`config.mk`:
```
export PLATFORM = sky130hd
export DESIGN_NAME = sram_test_seq
export DESIGN_NICKNAME = d
export VERILOG_FILES = /design/src/rtl/sram_test_pkg.sv /design/src/rtl/sram_pattern_gen.sv /design/src/rtl/sram_test_seq.sv
export SDC_FILE = /design/constraint.sdc
export NUM_CORES = 1
export LEC_CHECK = 0
export ABC_CLOCK_PERIOD_IN_PS = 8900
export CORE_MARGIN = 3
export CORE_UTILIZATION = 58
export DETAILED_ROUTE_END_ITERATION = 6
export PLACE_DENSITY = 0.86
export SETUP_SLACK_MARGIN = 0.02
export SYNTH_ARGS = -nofsm -noshare
export SYNTH_HDL_FRONTEND = slang
export SYNTH_SLANG_ARGS = --single-unit
```
`constraint.sdc`:
```
create_clock -name clk -period 8.9 [get_ports clk]
set_input_delay 1.78 -clock clk [delete_from_list [all_inputs] [get_ports clk]]
set_output_delay 1.78 -clock clk [all_outputs]
set_load 0.01 [all_outputs]
```
`src/rtl/sram_test_pkg.sv`:
```
// Shared definitions for the SRAM test sequencer: FSM states, pattern
// select codes and the data pattern function.
package sram_test_pkg;

  typedef enum logic [2:0] {
    IDLE     = 3'd0,
    WR_REQ   = 3'd1,
    WR_ACK   = 3'd2,
    WR_DRAIN = 3'd3,
    RD_REQ   = 3'd4,
    RD_ACK   = 3'd5,
    RD_DRAIN = 3'd6,
    DONE     = 3'd7
  } state_e;

  localparam logic [1:0] PAT_ADDR    = 2'd0;  // low address byte
  localparam logic [1:0] PAT_INV     = 2'd1;  // inverted low address byte
  localparam logic [1:0] PAT_CHECKER = 2'd2;  // 0x55 on even, 0xAA on odd
  localparam logic [1:0] PAT_ZERO    = 2'd3;  // all zeros

  // Data byte written to (and expected back from) a given address.
  function automatic logic [7:0] pattern_byte(input logic [7:0] addr_lo,
                                              input logic [1:0] sel);
    logic [7:0] p;
    case (sel)
      PAT_ADDR:    p = addr_lo;
      PAT_INV:     p = ~addr_lo;
      PAT_CHECKER: p = addr_lo[0] ? 8'hAA : 8'h55;
      default:     p = 8'h00;
    endcase
    return p;
  endfunction

endpackage

```
`src/rtl/sram_pattern_gen.sv`:
```
// Combinational test-pattern generator: maps the low address byte and the
// selected pattern code onto a data word.
module sram_pattern_gen
  import sram_test_pkg::*;
#(
  parameter int DATA_W = 8
) (
  input  logic [7:0]        addr_lo,
  input  logic [1:0]        pattern_sel,
  output logic [DATA_W-1:0] pattern
);

  assign pattern = DATA_W'(pattern_byte(addr_lo, pattern_sel));

endmodule

```
`src/rtl/sram_test_seq.sv`:
```
// SRAM test sequencer: writes a pattern to addresses 0..ADDR_LAST through an
// SRAM controller, reads every address back, compares and logs errors.
//
// Controller handshake: a request is a single-cycle start_operation pulse with
// rw/address_input/data_f2s valid in that cycle (and held afterwards). A write
// is acknowledged by a writing_finished pulse, a read by a data_ready pulse
// with data_s2f valid in that same cycle. After either acknowledge the
// sequencer waits for busy=0 before issuing the next request. Every ACK/DRAIN
// wait is bounded by TIMEOUT cycles.
module sram_test_seq
  import sram_test_pkg::*;
#(
  parameter int                ADDR_W    = 19,
  parameter int                DATA_W    = 8,
  parameter logic [ADDR_W-1:0] ADDR_LAST = ADDR_W'(19'h7FFFF),
  parameter int                TIMEOUT   = 64
) (
  input  logic              clk,
  input  logic              rst_n,
  input  logic              go,
  input  logic [1:0]        pattern_sel,
  output logic              start_operation,
  output logic              rw,
  output logic [ADDR_W-1:0] address_input,
  output logic [DATA_W-1:0] data_f2s,
  input  logic [DATA_W-1:0] data_s2f,
  input  logic              data_ready,
  input  logic              writing_finished,
  input  logic              busy,
  output logic              running,
  output logic              done,
  output logic              pass,
  output logic              timeout,
  output logic [15:0]       err_count,
  output logic [ADDR_W-1:0] first_err_addr,
  output logic [DATA_W-1:0] first_err_exp,
  output logic [DATA_W-1:0] first_err_got,
  output state_e            state_dbg
);

  localparam int              TMO_W    = $clog2(TIMEOUT + 1);
  localparam logic [TMO_W-1:0] TMO_LAST = TMO_W'(TIMEOUT - 1);

  state_e            state_q, state_d;
  logic [ADDR_W-1:0] addr_q, addr_d;
  logic [1:0]        pat_q, pat_d;
  logic [TMO_W-1:0]  tmo_q;
  logic              is_wait, tmo_hit, tmo_fire, rd_cmp, mismatch, start_pass;
  logic [DATA_W-1:0] pat_exp;

  // Pattern for the address about to be used; in RD_ACK addr_d == addr_q,
  // so the same generator also provides the compare value.
  sram_pattern_gen #(.DATA_W(DATA_W)) u_pattern_gen (
    .addr_lo     (addr_d[7:0]),
    .pattern_sel (pat_d),
    .pattern     (pat_exp)
  );

  assign is_wait = (state_q == WR_ACK) || (state_q == WR_DRAIN) ||
                   (state_q == RD_ACK) || (state_q == RD_DRAIN);
  assign tmo_hit         = is_wait && (tmo_q == TMO_LAST);
  assign start_pass      = (state_q == IDLE) && go;
  assign mismatch        = rd_cmp && (data_s2f != pat_exp);
  assign start_operation = (state_q == WR_REQ) || (state_q == RD_REQ);
  assign state_dbg       = state_q;

  // Next-state, next-address and compare strobe
  always_comb begin
    state_d  = state_q;
    addr_d   = addr_q;
    pat_d    = pat_q;
    tmo_fire = 1'b0;
    rd_cmp   = 1'b0;
    case (state_q)
      IDLE: begin
        if (go) begin
          state_d = WR_REQ;
          addr_d  = '0;
          pat_d   = pattern_sel;
        end
      end
      WR_REQ: state_d = WR_ACK;
      WR_ACK: begin
        if (writing_finished) state_d = WR_DRAIN;
        else if (tmo_hit) begin
          state_d  = DONE;
          tmo_fire = 1'b1;
        end
      end
      WR_DRAIN: begin
        if (!busy) begin
          if (addr_q == ADDR_LAST) begin
            addr_d  = '0;
            state_d = RD_REQ;
          end else begin
            addr_d  = addr_q + ADDR_W'(1);
            state_d = WR_REQ;
          end
        end else if (tmo_hit) begin
          state_d  = DONE;
          tmo_fire = 1'b1;
        end
      end
      RD_REQ: state_d = RD_ACK;
      RD_ACK: begin
        if (data_ready) begin
          rd_cmp  = 1'b1;
          state_d = RD_DRAIN;
        end else if (tmo_hit) begin
          state_d  = DONE;
          tmo_fire = 1'b1;
        end
      end
      RD_DRAIN: begin
        if (!busy) begin
          if (addr_q == ADDR_LAST) state_d = DONE;
          else begin
            addr_d  = addr_q + ADDR_W'(1);
            state_d = RD_REQ;
          end
        end else if (tmo_hit) begin
          state_d  = DONE;
          tmo_fire = 1'b1;
        end
      end
      DONE:    state_d = IDLE;
      default: state_d = IDLE;
    endcase
  end

  // State, address counter, latched pattern code and wait timer
  always_ff @(posedge clk or negedge rst_n) begin
    if (!rst_n) begin
      state_q <= IDLE;
      addr_q  <= '0;
      pat_q   <= '0;
      tmo_q   <= '0;
    end else begin
      state_q <= state_d;
      addr_q  <= addr_d;
      pat_q   <= pat_d;
      if (state_d != state_q) tmo_q <= '0;
      else if (is_wait)       tmo_q <= tmo_q + TMO_W'(1);
    end
  end

  // Request fields are loaded on entry to a request state and then held
  always_ff @(posedge clk or negedge rst_n) begin
    if (!rst_n) begin
      rw            <= 1'b0;
      address_input <= '0;
      data_f2s      <= '0;
    end else if (state_d == WR_REQ) begin
      rw            <= 1'b0;
      address_input <= addr_d;
      data_f2s      <= pat_exp;
    end else if (state_d == RD_REQ) begin
      rw            <= 1'b1;
      address_input <= addr_d;
    end
  end

  // Status flags and error log; cleared by go, frozen after DONE
  always_ff @(posedge clk or negedge rst_n) begin
    if (!rst_n) begin
      running        <= 1'b0;
      done           <= 1'b0;
      pass           <= 1'b0;
      timeout        <= 1'b0;
      err_count      <= '0;
      first_err_addr <= '0;
      first_err_exp  <= '0;
      first_err_got  <= '0;
    end else if (start_pass) begin
      running        <= 1'b1;
      done           <= 1'b0;
      pass           <= 1'b0;
      timeout        <= 1'b0;
      err_count      <= '0;
      first_err_addr <= '0;
      first_err_exp  <= '0;
      first_err_got  <= '0;
    end else begin
      if (mismatch) begin
        if (err_count != 16'hFFFF) err_count <= err_count + 16'd1;
        if (err_count == 16'd0) begin
          first_err_addr <= addr_q;
          first_err_exp  <= pat_exp;
          first_err_got  <= data_s2f;
        end
      end
      if ((state_d == DONE) && (state_q != DONE)) begin
        running <= 1'b0;
        done    <= 1'b1;
        timeout <= tmo_fire;
        pass    <= (err_count == 16'd0) && !tmo_fire;
      end
    end
  end

endmodule

```
# == After elaboration in Yosys (flattened, before gate mapping) ==
# Index checks and enable logic that the tools add are counted.
# word_totals
regBits,114
in_bits,16
out_inout_bits,87
word_cells,111
# op_classes
n_addsub,3
eq_ne,18
muxes,52
n_bitwise,1
n_reduce_logical,22
# op_table
op,n
2-to-1 mux 19 bit,10
case mux 19 bit (3 select lines),1
2-to-1 mux 8 bit,7
2-to-1 mux 16 bit,3
case mux 3 bit (8 select lines),1
case mux 8 bit (3 select lines),1
2-to-1 mux 3 bit,7
adder 19 x 1 -> 19 bit (second input constant),1
equality test 19 bit (second input constant),1
equality test 3 bit (second input constant),6
adder 16 x 1 -> 16 bit (second input constant),1
zero test 16 bit,1
2-to-1 mux 1 bit,16
inequality test 16 bit (second input constant),1
2-to-1 mux 7 bit,2
nonzero test 2 bit,6
inequality test 8 bit,1
NOT 8 bit,1
adder 7 x 1 -> 7 bit (second input constant),1
equality test 7 x 6 -> 1 bit (second input constant),1
equality test 3 x 1 -> 1 bit (second input constant),2
equality test 3 x 2 -> 1 bit (second input constant),2
2-to-1 mux 2 bit,3
logical AND 1 bit,5
other kinds (11),15

# == Logic depth before layout (Yosys ltp) ==
# Gate-level depths: netlist (run 1).
# depth
ltp_word,12
ltp_mapped,19
depth_no_buf,15

# == Cells and area by module ==
# From an unflattened synthesis (run 1), not the netlist that was laid out.
# unflattened
hier_cells,634
hier_area_um2,5860.6
# by_module_without_submodules
module,instances,cells_per_inst,area_each_um2,seq_area_each_um2
sram_test_seq,1,610,5661.7,2852.7
sram_pattern_gen,1,24,198.9,0.0

# == Worst setup path before layout (run 1) ==
# OpenSTA, ideal clock, no wires.
# synth_path
path_kind,input -> register
from,in go
to,reg err_count[13]
setup_time_ps,124
arrival_ps,4589
required_ps,8776
slack_ps,4187
stages,14
path_buffers,3
cell_sequence,nor4b_2 > clkbuf_1 > a31oi_1 > o21ai_0 > mux2_2 > a221oi_1 > o221ai_1 > a211oi_1 > and4bb_4 > a21bo_1 > buf_4 > buf_6 > nor3_1 > a211o_1
# synth_between
elab_chain_len,8
elab_cells_between_ends,17
cone_classes,eq/ne: 3; mux: 7; bitwise: 1; reduce/logical: 6
# synth_rtl
item,line,text
start: declaration,sram_test_seq.sv:20,"input logic go,"
2-to-1 mux 19 bit or 2-to-1 mux 2 bit (tied branches),sram_test_seq.sv:76,if (go) begin
case mux 19 bit (3 select lines) or 2-to-1 mux 2 bit (tied branches),sram_test_seq.sv:74,case (state_q)
"2-to-1 mux 8 bit, or another cell as far along",sram_test_pkg.sv:28,PAT_CHECKER: p = addr_lo[0] ? 8'hAA : 8'h55;
case mux 8 bit (3 select lines),sram_test_pkg.sv:25,case (sel)
inequality test 8 bit,sram_test_seq.sv:63,assign mismatch = rd_cmp && (data_s2f != pat_exp);
logical AND 1 bit,sram_test_seq.sv:63,
nonzero test 2 bit (no line),n/a,
AND reduction 2 bit (no line),n/a,
end signal: assignment,sram_test_seq.sv:185,if (err_count != 16'hFFFF) err_count <= err_count + 16'd1;
end: declaration,sram_test_seq.sv:34,"output logic [15:0] err_count,"
# Parallel ways exist; a longest one is shown, timed or not.
# A chain may end at the register's enable or synchronous reset.

# == Worst setup path in the final report (run 1) ==
# layout_path
from,in go
to,reg first_err_exp[4]
# layout_between
elab_chain_len,8
elab_cells_between_ends,19
cone_classes,eq/ne: 3; mux: 9; bitwise: 1; reduce/logical: 6
# layout_rtl
item,line,text
2-to-1 mux 19 bit or 2-to-1 mux 2 bit (tied branches),sram_test_seq.sv:76,
case mux 19 bit (3 select lines) or 2-to-1 mux 2 bit (tied branches),sram_test_seq.sv:74,
"2-to-1 mux 8 bit, or another cell as far along",sram_test_pkg.sv:28,
case mux 8 bit (3 select lines),sram_test_pkg.sv:25,
inequality test 8 bit,sram_test_seq.sv:63,
logical AND 1 bit,sram_test_seq.sv:63,
nonzero test 2 bit (no line),n/a,
AND reduction 2 bit (no line),n/a,
end signal: assignment,sram_test_seq.sv:188,first_err_exp <= pat_exp;
end: declaration,sram_test_seq.sv:36,"output logic [DATA_W-1:0] first_err_exp,"
# Parallel ways exist; a longest one is shown, timed or not. The select of a mux whose other input is x is not followed.

==> results_dict.tcl, run 1 <==
set metrics [dict create \
    report.final.slew_viol_count 0 \
    worst_pin_slew_ns 1.31 \
    required_ns 9.36 \
    syn_nets 713 \
    grt_max_degree 69 \
    fin_crit_ns 5.80 \
    status "completed" \
    cts.path.max_buffers 2 \
    worstSetupStartpointType "primary input" \
    rsz0062_at_grt "false" \
    crit_type "primary input to flip-flop" \
    die_y_um 110 \
    fill_cells 741 \
    postCtsSetupRepairBufs 0 \
    reg2reg_from "addr_q[0]" \
    hold_start "address_input[15]" \
    dr.pass1.iters 5 \
    synth_top_area_share_pct 45.7 \
    finalPower_mw 2.54 \
    async_flop_share_pct 100 \
    grt_pass1_vias 5680 \
    hold_class "flip-flop to flip-flop" \
    r2r_setup_slack_ns 3.80 \
    diodes 0 \
    syn_avg_cell_area_um2 9.02 \
    r2r_end "first_err_exp[4]" \
    vias_per_cell 6.14 \
    routed_wl_mm 17.3 \
    dieWidth_um 110 \
    fin_tns_setup_ns 0 \
    drtIter0Drc 433 \
    cts.repair.resized 0 \
    antenna_found_initial 0 \
    layout-drive-gt1-share_pct 10.8 \
    min_to "address_input[15]" \
    htreeDepth 4 \
    synthTopCellsByArea "dfrtp_1 46%, nand2_1 7.5%, o21ai_0 4.6%" \
    dp_hpwl_mm 11.5 \
    grt_usage_pct 30.4 \
    ctsHoldBuffers 0 \
    setup_viol 0 \
    gr-total-overflow 0 \
    numCtsBuffers 17 \
    grt_pass1_wl_mm 28.1 \
    min_path_cells 2 \
    synth_common_cells "124 x nand2_1, 114 x dfrtp_1, 57 x o21ai_0" \
    syn_area_mm2 0.00624 \
    ios 103 \
    fin_skew_ns 0.00927 \
    synth-edff-count 0 \
    postRouteAntennaNets 0 \
    cp.arrival_ns 6.25 \
    endpoint_kind "flip-flop" \
    nNetsFinal 803 \
    leakage_nw 3.45 \
    reg2reg_depth 14 \
    hold_viol 0 \
    drcViolationCount 0 \
    syn_inst 692 \
    clk_pin_slew_ns 0.06 \
    synth_area_leader_cell "dfrtp_1" \
    ys_seq_area_share_pct 45.7 \
    synth_top_flop_cell "dfrtp_1" \
    clk_latency_ns 0.53 \
    fin_crit_sh_pct 65.1 \
    clockRootBuffer "clkbuf_8" \
    start_util_pct 60.2 \
    critPathMaxFanout 38 \
    dieArea_mm2 0.0120 \
    relSlewSlack_pct 12.5 \
    design_area_mm2 0.00800 \
    fmax_mhz 173 \
    wl_per_cell_um 18.6 \
    p_per_area_mw_per_mm2 317 \
    ir_drop_mv 0.217 \
    clkSinkCount 114 \
    maxCapViolCount 0 \
    dpl-instance-area_mm2 0.00732 \
    place_congestion 0.915 \
    yosys_warnings 0 \
    io_buffers 102 \
    core_mm2 0.0104 \
    syn2layout_area_growth_pct 28.2 \
    num_vias 5713 \
    yosysMostFrequentCell "nand2_1" \
    yosys_register_bits 114 \
    cts_tree "done" \
    synth_cell_types 77 \
    fp-row-count 37 \
]
==> power by group <==
| part | internal, mW | total [mW] | switching, mW |
|---|---|---|---|
| registers | 0.618 | 0.738 | 0.120 |
| logic | 0.431 | 1.02 | 0.593 |
| clock network | 0.526 | 0.774 | 0.247 |
| total | 1.58 | 2.54 | 0.960 |
==> metal layers <==
layer  track usage [%]  vias up  routed length [um]
met1              37.1     2774                7020
met5                 0        -                   0
met4              13.6        0                 462
met2              51.3      227                8760
met3              7.11       43                1070
li1                  -     2669                   -
==> how the worst max path moves through the flow <==
stage	slack [ns]	start	depth (start not counted)	end
floorplan	4.19	go	14	err_count[13]
global placement	2.79	go	14	first_err_exp[0]
detailed placement	2.64	go	14	first_err_exp[4]
CTS	3.15	go	14	first_err_addr[6]
global route	2.83	go	15	first_err_got[3]
finish	3.10	go	14	first_err_exp[4]
==> worst max-delay path, stage by stage <==
cell and delay (ns):
clkdlybuf4s50_1 0.53, nor4b_2 0.22, buf_4 0.26, mux2i_1 0.10
buf_4 0.20, inv_1 0.37, nor2_1 0.07, mux2_2 0.27
a221oi_1 0.49, a211oi_1 0.15, and4bb_4 0.24, a211oi_4 1.07
buf_12 0.29, mux2i_1 0.19
==> sequential cells by signal (all words and copies together), names as in the netlist <==
signal,count
pat_q,2
tmo_q,7
data_f2s,8
done,1
rw,1
address_input,19
addr_q,19
running,1
timeout,1
state_dbg,3
err_count,16
first_err_got,8
first_err_addr,19
first_err_exp,8
pass,1
==> final cells by class <==
| class | instances | area (um^2) | area share (%) |
|---|---|---|---|
| multi-input cells | 518 | 3130 | 39.2 |
| flip-flops and latches | 114 | 2850 | 35.7 |
| repair buffers | 109 | 1080 | 13.6 |
| clock buffers | 19 | 442 | 5.52 |
| clock inverters | 13 | 231 | 2.89 |
| well taps | 136 | 170 | 2.13 |
| inverters | 22 | 82.6 | 1.03 |
==> logic make-up after synthesis <==
group | count (synthesis) | share of synthesized area [%]
XOR/XNOR | 13 | 1.83
AND/OR/NAND/NOR | 289 | 22.9
flip-flops | 114 | 45.7
multiplexers | 37 | 6.42
adder cells (fa/ha/maj) | 5 | 1.00
AO/OA/AOI/OAI | 174 | 18.0
buffers and inverters | 60 | 4.15
==> stage by stage <==
step	std cells	worst slack (ns)	hold WS [ns]	utilization, %
final	931	3.10	0.494	77.1
after global routing	931	2.83	0.510	77.1
after CTS	931	3.15	0.499	77.1
after detailed placement	899	2.64	0.473	70.6
after global placement	899	2.79	0.464	70.6
after floorplan	692	4.19	0.479	-
==> placed cells by master (no fill, tap or decap), types with 7 or more instances in the layout <==
| master | instances |
|---|---|
| a21oi_1 | 26 |
| a31oi_1 | 10 |
| and3_1 | 8 |
| buf_4 | 7 |
| clkbuf_16 | 16 |
| clkdlybuf4s50_1 | 101 |
| dfrtp_1 | 114 |
| inv_1 | 20 |
| mux2_2 | 24 |
| mux2i_1 | 13 |
| nand2_1 | 124 |
| nand2b_1 | 8 |
| nand3_1 | 26 |
| nand4_1 | 7 |
| nor2_1 | 47 |
| nor3_1 | 17 |
| nor4_1 | 10 |
| o21ai_0 | 57 |
| o21ai_1 | 12 |
| o22ai_1 | 9 |
| or3_1 | 8 |
| xnor2_1 | 7 |
(Power assumes the default switching activity.)
==> run 2: changes to the inputs <==
--- a/config.mk
+++ b/config.mk
@@ -5,11 +5,11 @@
 export SDC_FILE = /design/constraint.sdc
 export NUM_CORES = 1
 export LEC_CHECK = 0
-export ABC_CLOCK_PERIOD_IN_PS = 8900
+export ABC_CLOCK_PERIOD_IN_PS = 4900
 export CORE_MARGIN = 3
-export CORE_UTILIZATION = 58
+export CORE_UTILIZATION = 49
 export DETAILED_ROUTE_END_ITERATION = 6
-export PLACE_DENSITY = 0.86
+export PLACE_DENSITY = 0.77
 export SETUP_SLACK_MARGIN = 0.02
 export SYNTH_ARGS = -nofsm -noshare
 export SYNTH_HDL_FRONTEND = slang
==> constraint.sdc (replaced) <==
create_clock -name clk -period 4.9 [get_ports clk]
set_input_delay 0.98 -clock clk [delete_from_list [all_inputs] [get_ports clk]]
set_output_delay 0.98 -clock clk [all_outputs]
set_load 0.01 [all_outputs]
==> run 2 against run 1 <==
Against the previous run:
- sequential share of layout area about the same
- register-to-register slack got worse by 3.3 ns
- sequential power increased by 79%
- worst setup slack got worse by 2.6 ns
- routed wire length decreased by 1.5%
- final cell count increased by 4.6%
- non-clock buffer count increased by 15
- power increased by 74%
- critical path type is now flip-flop to flip-flop
- largest cell class unchanged
- largest power group unchanged
==> results_dict.tcl, run 2 (synthesis results as in run 1) <==
set metrics [dict create \
    die_y_um 119 \
    setup_viol 0 \
    hold_start "address_input[12]" \
    cp.arrival_ns 4.69 \
    report.final.slew_viol_count 0 \
    htreeDepth 4 \
    dpl-instance-area_mm2 0.00746 \
    fin_crit_ns 4.39 \
    fin_tns_setup_ns 0 \
    fp-row-count 40 \
    hold_viol 0 \
    num_vias 5726 \
    hold_class "flip-flop to flip-flop" \
    status "completed" \
    startpoint "addr_q[0]" \
    reg_top3 "addr_q (19), address_input (19), first_err_addr (19)" \
    fin_crit_sh_pct 89.5 \
    clkSinkCount 114 \
    start_util_pct 51.1 \
    worstSetupStartpointType "flip-flop" \
    reg2reg_depth 17 \
    endpoint "err_count[13]" \
    cts_tree "done" \
    reg2reg_from "addr_q[0]" \
    endpoint_kind "flip-flop" \
    syn2layout_area_growth_pct 28.3 \
    numCtsBuffers 17 \
    crit_type "flip-flop to flip-flop" \
    design_area_mm2 0.00801 \
    r2r_setup_slack_ns 0.51 \
    nNetsFinal 818 \
    place_congestion 0.946 \
    ir_drop_mv 0.416 \
    cts.path.max_buffers 2 \
    diodes 0 \
    ctsHoldBuffers 0 \
    final_cell_mix "124 x nand2_1, 114 x dfrtp_1, 101 x clkdlybuf4s50_1" \
    gr-total-overflow 0 \
    fmax_mhz 228 \
    drcViolationCount 0 \
    maxCapViolCount 0 \
    leakage_nw 3.47 \
    dieWidth_um 119 \
    layout-drive-gt1-share_pct 11.9 \
    rsz0062_at_grt "false" \
    grt_max_degree 43 \
    dieArea_mm2 0.0141 \
    clockRootBuffer "clkbuf_16" \
    stdcell_count 974 \
    grt_usage_pct 24.9 \
    postCtsSetupRepairBufs 0 \
    ios 103 \
    vias_per_cell 5.88 \
    worst_pin_slew_ns 0.928 \
    required_ns 5.20 \
    final_common_cell "nand2_1" \
    dp_hpwl_mm 12.1 \
    r2r_end "err_count[13]" \
    clk_latency_ns 0.42 \
    io_buffers 102 \
    clk_pin_slew_ns 0.05 \
    drtIter0Drc 371 \
    core_mm2 0.0122 \
    wl_per_cell_um 17.5 \
    fin_skew_ns 0.0139 \
    dr.pass1.iters 5 \
    critPathMaxFanout 15 \
    grt_pass1_vias 5753 \
    relSlewSlack_pct 38.1 \
    dpl.cell_count 946 \
    routed_wl_mm 17.0 \
    postRouteAntennaNets 0 \
    p_per_area_mw_per_mm2 550 \
    grt_pass1_wl_mm 28.6 \
    antenna_found_initial 0 \
]
[run 2: cell types whose count changed in the layout (fill, tap and decap cells not counted), sizes merged]
| cell | change |
|---|---|
| clkbuf | +3 |
| clkinvlp | -1 |
| clkinv | -1 |
| buf | +15 |
| bufinv | -5 |
[run 2: critical path, stage by stage, from the launching register on]
cell and delay [ns]:
dfrtp_1 0.48, ha_1 0.26, and3_1 0.24, nand3_1 0.16, ha_1 0.30, or3b_1 0.34
a21boi_1 0.25, or2_1 0.21, buf_4 0.20, nand2_2 0.09, xnor2_1 0.13, a2111oi_1 0.40
o311ai_1 0.15, and4bb_4 0.37, a21bo_1 0.15, buf_4 0.19, nor3_1 0.06, a211o_1 0.27
[run 2: metrics by stage]
| stage | power [mW] | setup slack [ns] | util [%] | hold WS (ns) |
|---|---|---|---|---|
| finish | 4.40 | 0.515 | 65.6 | 0.479 |
| global route | 4.68 | 0.0213 | 65.6 | 0.497 |
| CTS | 4.41 | 0.517 | 65.6 | 0.480 |
| detailed placement | 3.24 | 0.234 | 61.1 | 0.469 |
| global placement | 3.18 | 0.302 | 61.1 | 0.464 |
| floorplan | 2.48 | 0.987 | - | 0.479 |
[run 2: power breakdown]
group          total, mW  switching (mW)  internal (mW)
clock               1.14           0.407          0.733
combinational       1.95            1.10          0.844
sequential          1.32           0.195           1.12
total               4.40            1.70           2.70
[run 2: worst min-delay path by stage]
stage	endpoint	depth (start not counted)
5_1_grt	address_input[15]	2
6_report	address_input[12]	2
4_1_cts	address_input[15]	2
3_5_place_dp	address_input[15]	2
3_3_place_gp	address_input[12]	2
2_1_floorplan	first_err_addr[18]	2
[run 2: what timing repair did]
action                                  in CTS  in global routing
resized for setup                            0                  1
endpoints found under the hold margin        0                  0
endpoints found under the setup margin       0                  8
[run 2: final cells by class]
type                            count  area, um^2
Tap cell                          168         210
Fill cell                        1031        4210
Multi-Input combinational cell    518        3140
Clock inverter                      6        57.6
Sequential cell                   114        2850
Inverter                           22        82.6
Timing Repair Buffer              124        1180
Clock buffer                       22         484
[run 2: routing by layer]
layer  vias to the layer above  share of wire [%]  GRT usage (%)  wire, um
li1                       2690                  -              -         -
met1                      2781                 43           32.1      7380
met2                       212                 47           39.8      8090
met3                        43                6.4           6.98      1080
met4                         0                2.9           10.1       490
met5                         -                  0              0         0
==> run 3: changes to the inputs <==
--- a/config.mk
+++ b/config.mk
@@ -5,12 +5,14 @@
 export SDC_FILE = /design/constraint.sdc
 export NUM_CORES = 1
 export LEC_CHECK = 0
-export ABC_CLOCK_PERIOD_IN_PS = 4900
+export ABC_CLOCK_PERIOD_IN_PS = 5100
 export CORE_MARGIN = 3
-export CORE_UTILIZATION = 49
+export CORE_UTILIZATION = 58
+export CTS_CLUSTER_SIZE = 25
 export DETAILED_ROUTE_END_ITERATION = 6
-export PLACE_DENSITY = 0.77
+export PLACE_DENSITY = 0.86
 export SETUP_SLACK_MARGIN = 0.02
+export SLEW_MARGIN = 25
 export SYNTH_ARGS = -nofsm -noshare
 export SYNTH_HDL_FRONTEND = slang
 export SYNTH_SLANG_ARGS = --single-unit
==> constraint.sdc (replaced) <==
create_clock -name clk -period 5.1 [get_ports clk]
set_input_delay 1.02 -clock clk [delete_from_list [all_inputs] [get_ports clk]]
set_output_delay 1.02 -clock clk [all_outputs]
set_load 0.01 [all_outputs]
==> run 3 against run 2 <==
Against the previous run:
- final cell count shrank 3.2%
- largest power group unchanged
- critical endpoint is now err_count[5]
- critical path depth is the same
- non-clock buffer count shrank 2
- core utilization grew 12 points
- worst setup slack gained 0.042 ns
==> results_dict.tcl, run 3 (synthesis results as in run 1) <==
set metrics [dict create \
    dr.pass1.iters 6 \
    ios 103 \
    num_vias 5814 \
    report.final.slew_viol_count 0 \
    p_per_area_mw_per_mm2 551 \
    critPathMaxFanout 26 \
    grt_pass1_vias 5738 \
    seq_power_share_pct 28.9 \
    layout-drive-gt1-share_pct 12.0 \
    rsz0062_at_grt "false" \
    timing.critical_path.depth 17 \
    reg2reg_depth 17 \
    clk_latency_ns 0.52 \
    fp-row-count 37 \
    dpl-instance-area_mm2 0.00743 \
    antenna_found_initial 0 \
    dieWidth_um 110 \
    p_switching_mw 1.68 \
    clk_pin_slew_ns 0.06 \
    sw_frac_of_total_pct 37.8 \
    cts_tree "done" \
    syn2layout_area_growth_pct 29.5 \
    cpMostUsedCell "ha_1" \
    holdWs_ns 0.490 \
    critPathBufInv 2 \
    endpoint_kind "flip-flop" \
    grt_usage_pct 30.7 \
    fin_tns_setup_ns 0 \
    fin_crit_sh_pct 89.1 \
    crit_type "flip-flop to flip-flop" \
    start_util_pct 60.2 \
    design_area_mm2 0.00808 \
    worstSetupStartpointType "flip-flop" \
    die_y_um 110 \
    relSlewSlack_pct 41.5 \
    diodes 0 \
    hold_class "flip-flop to flip-flop" \
    wl_per_cell_um 18.7 \
    cp.arrival_ns 4.94 \
    combPwrFrac_pct 42.1 \
    cpPeakStageDelay_ns 0.49 \
    vias_per_cell 6.17 \
    postCtsSetupRepairBufs 0 \
    ctsHoldBuffers 0 \
    crit_chain "ha_1, and3_1, nand3_1, ha_1, or3b_1, a21boi_1, or2_1, buf_4, o22ai_1, a221oi_1, o221ai_1, a211oi_1, and4bb_4, a21bo_1, buf_12, nor2_1, a211o_1" \
    maxCapViolCount 0 \
    utilization_pct 77.9 \
    setup_viol 0 \
    cts.repair.resized 0 \
    clockRootBuffer "clkbuf_8" \
    fin_crit_ns 4.54 \
    leakage_nw 3.51 \
    final_common_cell "nand2_1" \
    drcViolationCount 0 \
    dieArea_mm2 0.0120 \
    place_congestion 0.931 \
    min_path_cells 2 \
    grt_max_degree 79 \
    final_cell_mix "124 x nand2_1, 114 x dfrtp_1, 101 x clkdlybuf4s50_1" \
    power.share.clock_pct 29.0 \
    clkSinkCount 114 \
    numCtsBuffers 17 \
    nNetsFinal 816 \
    dp_hpwl_mm 11.8 \
    fmax_mhz 220 \
    core_mm2 0.0104 \
    hold_viol 0 \
    worst_pin_slew_ns 0.878 \
    critPathTopFamily "compound AO/OA/AOI/OAI gates" \
    postRouteAntennaNets 0 \
    dpl.cell_count 912 \
    status "completed" \
    required_ns 5.50 \
    ir_drop_mv 0.325 \
    fill_cells 701 \
    gr-total-overflow 0 \
    fin_skew_ns 0.00750 \
    reg_top3 "addr_q (19), address_input (19), first_err_addr (19)" \
    internal-power_mw 2.77 \
    htreeDepth 4 \
    stdcell_count 943 \
    cts.path.max_buffers 2 \
    io_buffers 102 \
    drtIter0Drc 398 \
    cp_slowest_cell "dfrtp_1" \
    grt_pass1_wl_mm 28.7 \
    routed_wl_mm 17.6 \
    r2r_setup_slack_ns 0.56 \
]
run 3: changes by cell type in the layout (fill, tap and decap cells not counted):
cell	previous run	this run
buf_12	0	2
clkinvlp_4	1	2
clkbuf_16	17	16
a2111oi_1	1	0
bufinv_16	1	5
a2111oi_0	0	1
buf_4	23	18
clkinv_2	4	3
buf_6	0	1
run 3: cell type report:
class | count | area [um^2] | share of cell area (%)
Clock inverter | 10 | 180 | 2.23
Tap cell | 136 | 170 | 2.11
Timing Repair Buffer | 122 | 1200 | 14.8
Clock buffer | 21 | 459 | 5.69
Inverter | 22 | 82.6 | 1.02
Multi-Input combinational cell | 518 | 3130 | 38.8
Sequential cell | 114 | 2850 | 35.3
run 3: path summary, 6_finish.rpt:
kind                                    from           endpoint
setup reg to reg                   addr_q[0]       err_count[5]
hold / removal             address_input[12]  address_input[12]
min in group asynchronous              rst_n           tmo_q[3]
hold reg to reg            address_input[12]  address_input[12]
max in group asynchronous              rst_n   first_err_exp[6]
setup / recovery                   addr_q[0]       err_count[5]
run 3: worst reg2reg max path, stage by stage (launching register included):
cell and delay, ns:
dfrtp_1 0.49, ha_1 0.29, and3_1 0.26, nand3_1 0.19, ha_1 0.32, or3b_1 0.34, a21boi_1 0.22, or2_1 0.22
buf_4 0.20, o22ai_1 0.10, a221oi_1 0.44, o221ai_1 0.17, a211oi_1 0.21, and4bb_4 0.31, a21bo_1 0.17, buf_12 0.17
nor2_1 0.07, a211o_1 0.26
run 3: metal layers:
metal	track usage, %	share of wire, %
met1	40.2	41
met2	49.3	49
met3	7.22	7.1
met4	12.1	2.7
met5	0	0
run 3: per-stage QoR:
| stage | setup slack (ns) | total power [mW] |
|---|---|---|
| 2_1_floorplan | 1.15 | 2.39 |
| 4_1_cts | 0.621 | 4.43 |
| 6_report | 0.557 | 4.45 |
| 3_3_place_gp | 0.513 | 3.07 |
| 3_5_place_dp | 0.433 | 3.13 |
| 5_1_grt | 0.355 | 4.68 |
run 3: power by group through the flow:
stage                     Clock [mW]  Combinational (mW)  Sequential [mW]
after CTS                       1.29                1.86             1.28
after floorplan                    0                1.12             1.27
after global routing            1.35                2.03             1.31
after detailed placement           0                1.83             1.29
final                           1.29                1.87             1.29
after global placement             0                1.79             1.28
